$ cat config.mk
export PLATFORM = sky130hd
export DESIGN_NAME = output_link_tx
export DESIGN_NICKNAME = d
export VERILOG_FILES = /design/src/rtl/output_link_tx.sv
export SDC_FILE = /design/constraint.sdc
export NUM_CORES = 1
export LEC_CHECK = 0
export BUFFER_PORTS_ARGS = -buffer_cell sky130_fd_sc_hd__buf_2
export CAP_MARGIN = 15
export CORE_ASPECT_RATIO = 0.6
export CORE_MARGIN = 1
export CORE_UTILIZATION = 51
export DETAILED_ROUTE_END_ITERATION = 7
export PLACE_DENSITY = 0.84
export SYNTH_ARGS = -nofsm -noshare
export SYNTH_HDL_FRONTEND = slang
export SYNTH_SLANG_ARGS = --single-unit
$ cat constraint.sdc
create_clock -name clk -period 2.5 [get_ports clk]
set_clock_uncertainty 0.15 [all_clocks]
set_input_delay 0.5 -clock clk [delete_from_list [all_inputs] [get_ports clk]]
set_output_delay 0.5 -clock clk [all_outputs]
set_load 0.05 [all_outputs]
$ cat src/rtl/output_link_tx.sv
// -----------------------------------------------------------------------------
// output_link_tx
//
// Transmit end of one router output link. The flit granted through the crossbar
// is registered onto the link (one cycle, no bubbles, no backpressure). A small
// ownership state machine per downstream VC (IDLE / RESERVED / ACTIVE) follows
// VC-allocator grants and the HEAD/BODY/TAIL flits sent on the link. From it the
// block tells the VC allocator which downstream VCs are free and the switch
// allocator which VCs may send. Protocol violations raise a sticky per-VC flag.
//
// Ports
//   clk               rising-edge clock
//   rst               asynchronous active-high reset
//   xb_flit_i         flit from the crossbar (flit_label, vc_id, data)
//   xb_valid_i        xb_flit_i valid this cycle
//   va_grant_i        per-VC reservation by the VC allocator
//   on_off_i          per-VC downstream buffer on/off (high = can accept)
//   vc_allocatable_i  per-VC downstream VC has drained its previous packet
//   data_o            flit on the link (holds last value when idle)
//   valid_flit_o      data_o valid
//   vc_free_o         VC may be granted by the VC allocator
//   sa_ready_o        a flit on that VC may be switched this cycle
//   error_o           sticky per-VC protocol-violation flag
// -----------------------------------------------------------------------------

package noc_params;
    localparam int VC_NUM  = 4;
    // One spare bit so out-of-range VC ids can be represented on the link.
    localparam int VC_ID_W = 3;
    localparam int DATA_W  = 16;

    typedef enum logic [1:0] {
        HEAD     = 2'd0,
        BODY     = 2'd1,
        TAIL     = 2'd2,
        HEADTAIL = 2'd3
    } flit_label_t;

    typedef struct packed {
        flit_label_t          flit_label;
        logic [VC_ID_W-1:0]   vc_id;
        logic [DATA_W-1:0]    data;
    } flit_t;
endpackage

module output_link_tx #(
    parameter int VC_NUM = noc_params::VC_NUM
) (
    input  logic                 clk,
    input  logic                 rst,
    input  noc_params::flit_t    xb_flit_i,
    input  logic                 xb_valid_i,
    input  logic [VC_NUM-1:0]    va_grant_i,
    input  logic [VC_NUM-1:0]    on_off_i,
    input  logic [VC_NUM-1:0]    vc_allocatable_i,
    output noc_params::flit_t    data_o,
    output logic                 valid_flit_o,
    output logic [VC_NUM-1:0]    vc_free_o,
    output logic [VC_NUM-1:0]    sa_ready_o,
    output logic [VC_NUM-1:0]    error_o
);

    localparam int ID_W = noc_params::VC_ID_W;

    typedef enum logic [1:0] {
        ST_IDLE     = 2'd0,
        ST_RESERVED = 2'd1,
        ST_ACTIVE   = 2'd2
    } vc_state_e;

    vc_state_e          state_q [VC_NUM];
    vc_state_e          state_d [VC_NUM];
    logic [VC_NUM-1:0]  error_q;
    logic [VC_NUM-1:0]  error_d;
    noc_params::flit_t  data_q;
    logic               valid_q;

    logic               is_head_s;
    logic               is_tail_s;
    logic [VC_NUM-1:0]  flit_hit_s;

    // Classify the incoming flit: HEADTAIL both opens and closes a packet.
    always_comb begin
        is_head_s = 1'b0;
        is_tail_s = 1'b0;
        case (xb_flit_i.flit_label)
            noc_params::HEAD: begin
                is_head_s = 1'b1;
                is_tail_s = 1'b0;
            end
            noc_params::BODY: begin
                is_head_s = 1'b0;
                is_tail_s = 1'b0;
            end
            noc_params::TAIL: begin
                is_head_s = 1'b0;
                is_tail_s = 1'b1;
            end
            noc_params::HEADTAIL: begin
                is_head_s = 1'b1;
                is_tail_s = 1'b1;
            end
            default: begin
                is_head_s = 1'b0;
                is_tail_s = 1'b0;
            end
        endcase
    end

    // Per-VC accepted-flit decode; an out-of-range vc_id matches no VC.
    always_comb begin
        flit_hit_s = '0;
        for (int v = 0; v < VC_NUM; v++) begin
            flit_hit_s[v] = xb_valid_i && (xb_flit_i.vc_id == ID_W'(v));
        end
    end

    // Per-VC next state and sticky error. The grant is judged against the
    // pre-edge state; when a flit for the same VC arrives, the flit rule alone
    // decides where the VC goes.
    always_comb begin
        for (int v = 0; v < VC_NUM; v++) begin
            logic grant_err;
            logic off_err;
            logic seq_err;

            state_d[v] = state_q[v];
            seq_err    = 1'b0;
            grant_err  = va_grant_i[v] && (state_q[v] != ST_IDLE);
            off_err    = flit_hit_s[v] && !on_off_i[v];

            if (flit_hit_s[v]) begin
                case (state_q[v])
                    ST_IDLE: begin
                        // Flit without a reservation: flagged, VC stays idle.
                        seq_err    = 1'b1;
                        state_d[v] = ST_IDLE;
                    end
                    ST_RESERVED: begin
                        if (is_head_s) begin
                            state_d[v] = is_tail_s ? ST_IDLE : ST_ACTIVE;
                        end else begin
                            seq_err    = 1'b1;
                            state_d[v] = ST_RESERVED;
                        end
                    end
                    ST_ACTIVE: begin
                        if (is_head_s) begin
                            seq_err    = 1'b1;
                            state_d[v] = ST_ACTIVE;
                        end else if (is_tail_s) begin
                            state_d[v] = ST_IDLE;
                        end else begin
                            state_d[v] = ST_ACTIVE;
                        end
                    end
                    default: begin
                        // Corrupted encoding: return to a safe state and flag it.
                        seq_err    = 1'b1;
                        state_d[v] = ST_IDLE;
                    end
                endcase
            end else if (va_grant_i[v] && (state_q[v] == ST_IDLE)) begin
                state_d[v] = ST_RESERVED;
            end else begin
                state_d[v] = state_q[v];
            end

            error_d[v] = error_q[v] | grant_err | off_err | seq_err;
        end
    end

    // VC ownership state and sticky error flags.
    always_ff @(posedge clk or posedge rst) begin
        if (rst) begin
            for (int v = 0; v < VC_NUM; v++) begin
                state_q[v] <= ST_IDLE;
            end
            error_q <= '0;
        end else begin
            for (int v = 0; v < VC_NUM; v++) begin
                state_q[v] <= state_d[v];
            end
            error_q <= error_d;
        end
    end

    // Link output register: data holds its last value when no flit is sent.
    always_ff @(posedge clk or posedge rst) begin
        if (rst) begin
            data_q  <= '0;
            valid_q <= 1'b0;
        end else begin
            if (xb_valid_i) begin
                data_q <= xb_flit_i;
            end else begin
                data_q <= data_q;
            end
            valid_q <= xb_valid_i;
        end
    end

    // Allocator status: downstream on/off and allocatable are used live.
    always_comb begin
        vc_free_o  = '0;
        sa_ready_o = '0;
        for (int v = 0; v < VC_NUM; v++) begin
            vc_free_o[v]  = (state_q[v] == ST_IDLE) && vc_allocatable_i[v];
            sa_ready_o[v] = on_off_i[v] &&
                            ((state_q[v] == ST_RESERVED) || (state_q[v] == ST_ACTIVE));
        end
    end

    assign data_o       = data_q;
    assign valid_flit_o = valid_q;
    assign error_o      = error_q;

endmodule

# Word-level counts from Yosys, hierarchy flattened
# Cells that the tools add are included.
dict set report totals {
  latch_bits 0
  ram_bits 0
  rom_bits 0
  wordCells 112
  mem_count 0
  regBits 34
}
dict set report classes {
  shift 0
  order_cmp 0
  mul 0
  bitwise 12
  add_sub_neg 0
  mux 27
  div 0
  n_eq_ne 14
  n_reduce_logical 50
}
# op n
set ops {}
lappend ops {{1-bit logical AND} 24}
lappend ops {{2-bit two-way mux} 11}
lappend ops {{2-bit one-hot mux with 2 select lines} 4}
lappend ops {{2-bit nonzero test} 8}
lappend ops {{2-bit == test, second input constant} 6}
lappend ops {{1-bit bitwise OR} 12}
lappend ops {{1-bit one-hot mux with 2 select lines} 6}
lappend ops {{2-bit by 1-bit == test with 1-bit output, second input constant} 5}
lappend ops {{2-bit logical NOT} 5}
lappend ops {{2-bit OR reduction} 4}
lappend ops {{3-bit by 2-bit == test with 1-bit output, second input constant} 2}
lappend ops {{1-bit two-way mux} 6}
lappend ops {{1-bit logical NOT} 4}
lappend ops {{1-bit logical OR} 4}
lappend ops {{3-bit by 1-bit == test with 1-bit output, second input constant} 1}
lappend ops {{3-bit logical NOT} 1}

# Depth between registers and ports, before layout
dict set report depth {
  word_depth 7
  depth_mapped 6
}

# Worst setup path before layout
# No wires, ideal clock.
dict set report synth_timing {
  path_type {register to register}
  start {register state_q[6] (netlist name)}
  end {register error_q[0], in the netlist error_o[0]}
  path_buffers 0
  stages_incl_launch_ff 6
  t_arrival_ps 1620
  path_slack_ps 604
  cell_sequence {dfrtp_1 -> inv_1 -> ha_1 -> and2_1 -> o211ai_1 -> a221o_1}
}
dict set report synth_between {
  elab_chain_len 5
  word_cells_on_any_way 9
}
# element line_no
set synth_rtl {}
lappend synth_rtl {{start, declared} 71} ;# vc_state_e state_q [VC_NUM];
lappend synth_rtl {{start signal, assigned by index} 182} ;# state_q[v] <= state_d[v];
lappend synth_rtl {{parallel branches: the longest is 4 deep, another holds 2-bit == test} --}
lappend synth_rtl {{1-bit bitwise OR (*)} 169} ;# error_d[v] = error_q[v] | grant_err | off_err | seq_err;
lappend synth_rtl {{named net error_d[0]} 74} ;# logic [VC_NUM-1:0] error_d;
lappend synth_rtl {{end signal, assigned} 184} ;# error_q <= error_d;
lappend synth_rtl {{end, declared} 73} ;# logic [VC_NUM-1:0] error_q;
# Mark *: on every way through the listed nets, which the timed path passes.
# A chain may end at the register's enable or synchronous reset.

# Worst setup path in the final report
dict set report layout_timing {
  start {register state_q[5] (netlist name)}
  end {output port sa_ready_o[1]}
}
dict set report layout_between {
  elab_chain_len 3
  word_cells_on_any_way 4
}
# element line_no
set layout_rtl {}
lappend layout_rtl {{2-bit by 1-bit == test with 1-bit output or 2-bit == test (tied branches)} 210} ;# ((state_q[v] == ST_RESERVED) || (state_q[v] == ST_ACTIVE));
lappend layout_rtl {{1-bit logical OR (*)} 210}
lappend layout_rtl {{1-bit logical AND (*)} 209} ;# sa_ready_o[v] = on_off_i[v] &&
lappend layout_rtl {{end, declared} 59} ;# output logic [VC_NUM-1:0] sa_ready_o,
# Mark *: on every way between the ends. The rest lies on a longest branch, timed or not.

==> impl_metrics.ini <==
[run_status]
status = finished, final reports clean

[clocking]
ctsHtreeMaxLevel = 2
clk_latency_ps = 280
post_cts_resized = 0
root_buffer = clkbuf_8
tritoncts = yes
clock-sinks = 34
cts_hold_buf = 0
cts_setup_buffers = 0
cts_buffers = 5
cts_buffer_depth = 2
cts.reportedPaths.clkPinSlew_ps = 70

[power_and_ir_drop]
p_leak_uw = 0.00109
p_per_area_nw_per_um2 = 832
peakVddDrop_mv = 0.399

[cells_and_area]
drive_gt1_share_pct = 46.8
final_cell_mix = buf_2, dfrtp_1, mux2_2
antenna_cells = 0
num-fill-cells = 229
area_delta_synth_final_pct = 28.1
final_common_cell = buf_2
nets = 269

[worst_setup_path]
crit_start = state_q[5]
path_depth = 4
worstPathCellList = inv_1, ha_1, and2_1, buf_2
path_max_fanout = 3
r2r-start = state_q[6]
cp_slowest_stage_delay_ps = 380
rr_worst_depth = 5
critPathCapture = sa_ready_o[1]
critPathRequiredTime_ps = 1850
reg2reg_slack_ps = 890
cp_top_family = flip-flops
cp-end-kind = output port
crit_arrival_ps = 1480
slowest_stage = dfrtp_1
start_kind = register
path_class = reg -> out
reg2reg_to = error_o[0]
critPathBufInv = 2

[place]
preCtsSetupSlack_ps = 575
dp_hpwl_mm = 3.04
place_congestion = 0.778
portBuffers = 69

[global_routing]
antenna_found_initial = 0
grt_overflow = 0
grt_pass1_wl_mm = 6.23
grt_max_degree = 35
grt_pass1_vias = 1398
grt_usage_pct = 23.7

[routing]
drc = 0
num_vias = 1370
drt_iter0_drc = 78
dr.pass1.iters = 4
wl_mm = 3.82
ant_nets = 0
wl_per_cell_um = 14.6
via_per_inst = 5.23

[synth]
yosysWarnings = 0
synth_fp_nets = 195
avgSynthCellArea_um2 = 11.9
synth_seq_cells = 34
synth.distinct_cells = 27
synth.yosys.seq_area_share_pct = 49.4
netlist_area_um2 = 1720
syn_inst = 145

[floorplan]
die_w_um = 77.0
die-area_um2 = 3620
num_rows = 15
core_um2 = 3040
die_h_um = 47.0
ioPinCount = 70
initial_core_util_pct = 56.6

[timing]
hold_viol_final = 0
period_share_pct = 85.2
final_max_slew_viol_count = 0
relSlewSlack_pct = 72.0
clock.fmax_ghz = 0.469
setup_viol = 0
timing.setup.tns_ps = 0
finalWorstPathRequiredPeriod_ps = 2130
tightest_slew_ps = 421
rsz0062_at_grt = false
post-route-worst-setup-slack_ps = 369

[min_path]
min-delay-path-class = in -> async

[job]
maxCapViolations = 0
-- power by group --
group          internal (µW)  total [µW]  switching (µW)
clock network            222         411             190
logic                    234         750             516
registers                624         673            49.0
total                   1080        1840             755
-- cell families (layout without fill, tap and decap cells) --
| group | after synthesis | after routing | share of synthesized area [%] |
|---|---|---|---|
| simple gates | 28 | 28 | 10.6 |
| buf+inv | 22 | 97 | 5.09 |
| fa+ha+maj | 14 | 14 | 10.2 |
| compound gates | 24 | 24 | 9.88 |
| mux | 23 | 23 | 14.8 |
| flops | 34 | 34 | 49.4 |
-- cell type report --
cell class	count	area (µm²)	area share, %
clock buffer	7	86.3	3.91
sequential	34	851	38.6
multi-input combinational	89	783	35.5
inverter	18	67.6	3.06
clock inverter	1	5.00	0.227
tap	42	52.6	2.38
timing repair buffer	71	360	16.3
-- worst register-to-register path, stage by stage, from the launching register on --
cell and delay [ps]:
dfrtp_1 370, inv_1 70, ha_1 320, and2_1 150, o211ai_1 90, a221o_1 340
-- stage by stage --
step | power, µW | instances | utilization, % | hold WS [ps] | cell area, µm²
2_1_floorplan | 1240 | 145 | - | 369 | 1720
3_3_place_gp | 1390 | 254 | 69.5 | 304 | 2110
3_5_place_dp | 1430 | 254 | 69.5 | 301 | 2110
4_1_cts | 1850 | 262 | 72.6 | 147 | 2210
5_1_grt | 1960 | 262 | 72.6 | 170 | 2210
6_report | 1840 | 262 | 72.6 | 144 | 2210
-- layer usage --
metal / track usage, % / vias up / share of wire (%)
li1: - / 648 / -
met4: 12.1 / 0 / 2.1
met3: 6.99 / 9 / 6.5
met1: 27.1 / 659 / 41
met5: 0 / - / 0
met2: 42.9 / 54 / 50
-- state kept, by name (all words and copies together), names as in the netlist --
name,cells
valid_flit_o,1
state_q,8
data_o,21
error_o,4
-- Yosys cell counts, drive strengths merged --
cell type	instances	area share, %
nand4	1	0.36
and2	9	3.3
nand2	10	2.2
nor2b	1	0.36
a211oi	3	1.6
a211o	1	0.51
buf	4	1.2
nor3	1	0.58
dfrtp	34	49
a221o	3	1.7
nor4b	1	1.4
o21ai	5	1.5
nand3	1	0.29
nand2b	2	0.73
mux2i	3	1.7
ha	14	10
o211ai	2	0.87
nand4b	1	0.51
a31oi	1	0.36
mux2	20	13
a21oi	6	1.7
a32o	1	0.58
inv	18	3.9
and4bb	1	0.95
a31o	2	1.0
-- how the worst min path moves through the flow --
| stage | start | to | slack, ps | depth (start not counted) |
|---|---|---|---|---|
| 2_1_floorplan | state_q[1] | state_q[1] | 370 | 1 |
| 3_3_place_gp | error_o[3] | error_o[3] | 300 | 1 |
| 3_5_place_dp | error_o[3] | error_o[3] | 300 | 1 |
| 4_1_cts | rst | data_o[0] | 150 | 3 |
| 5_1_grt | rst | state_q[1] | 170 | 3 |
| 6_report | rst | error_o[3] | 140 | 3 |
(Power assumes the default switching activity.)
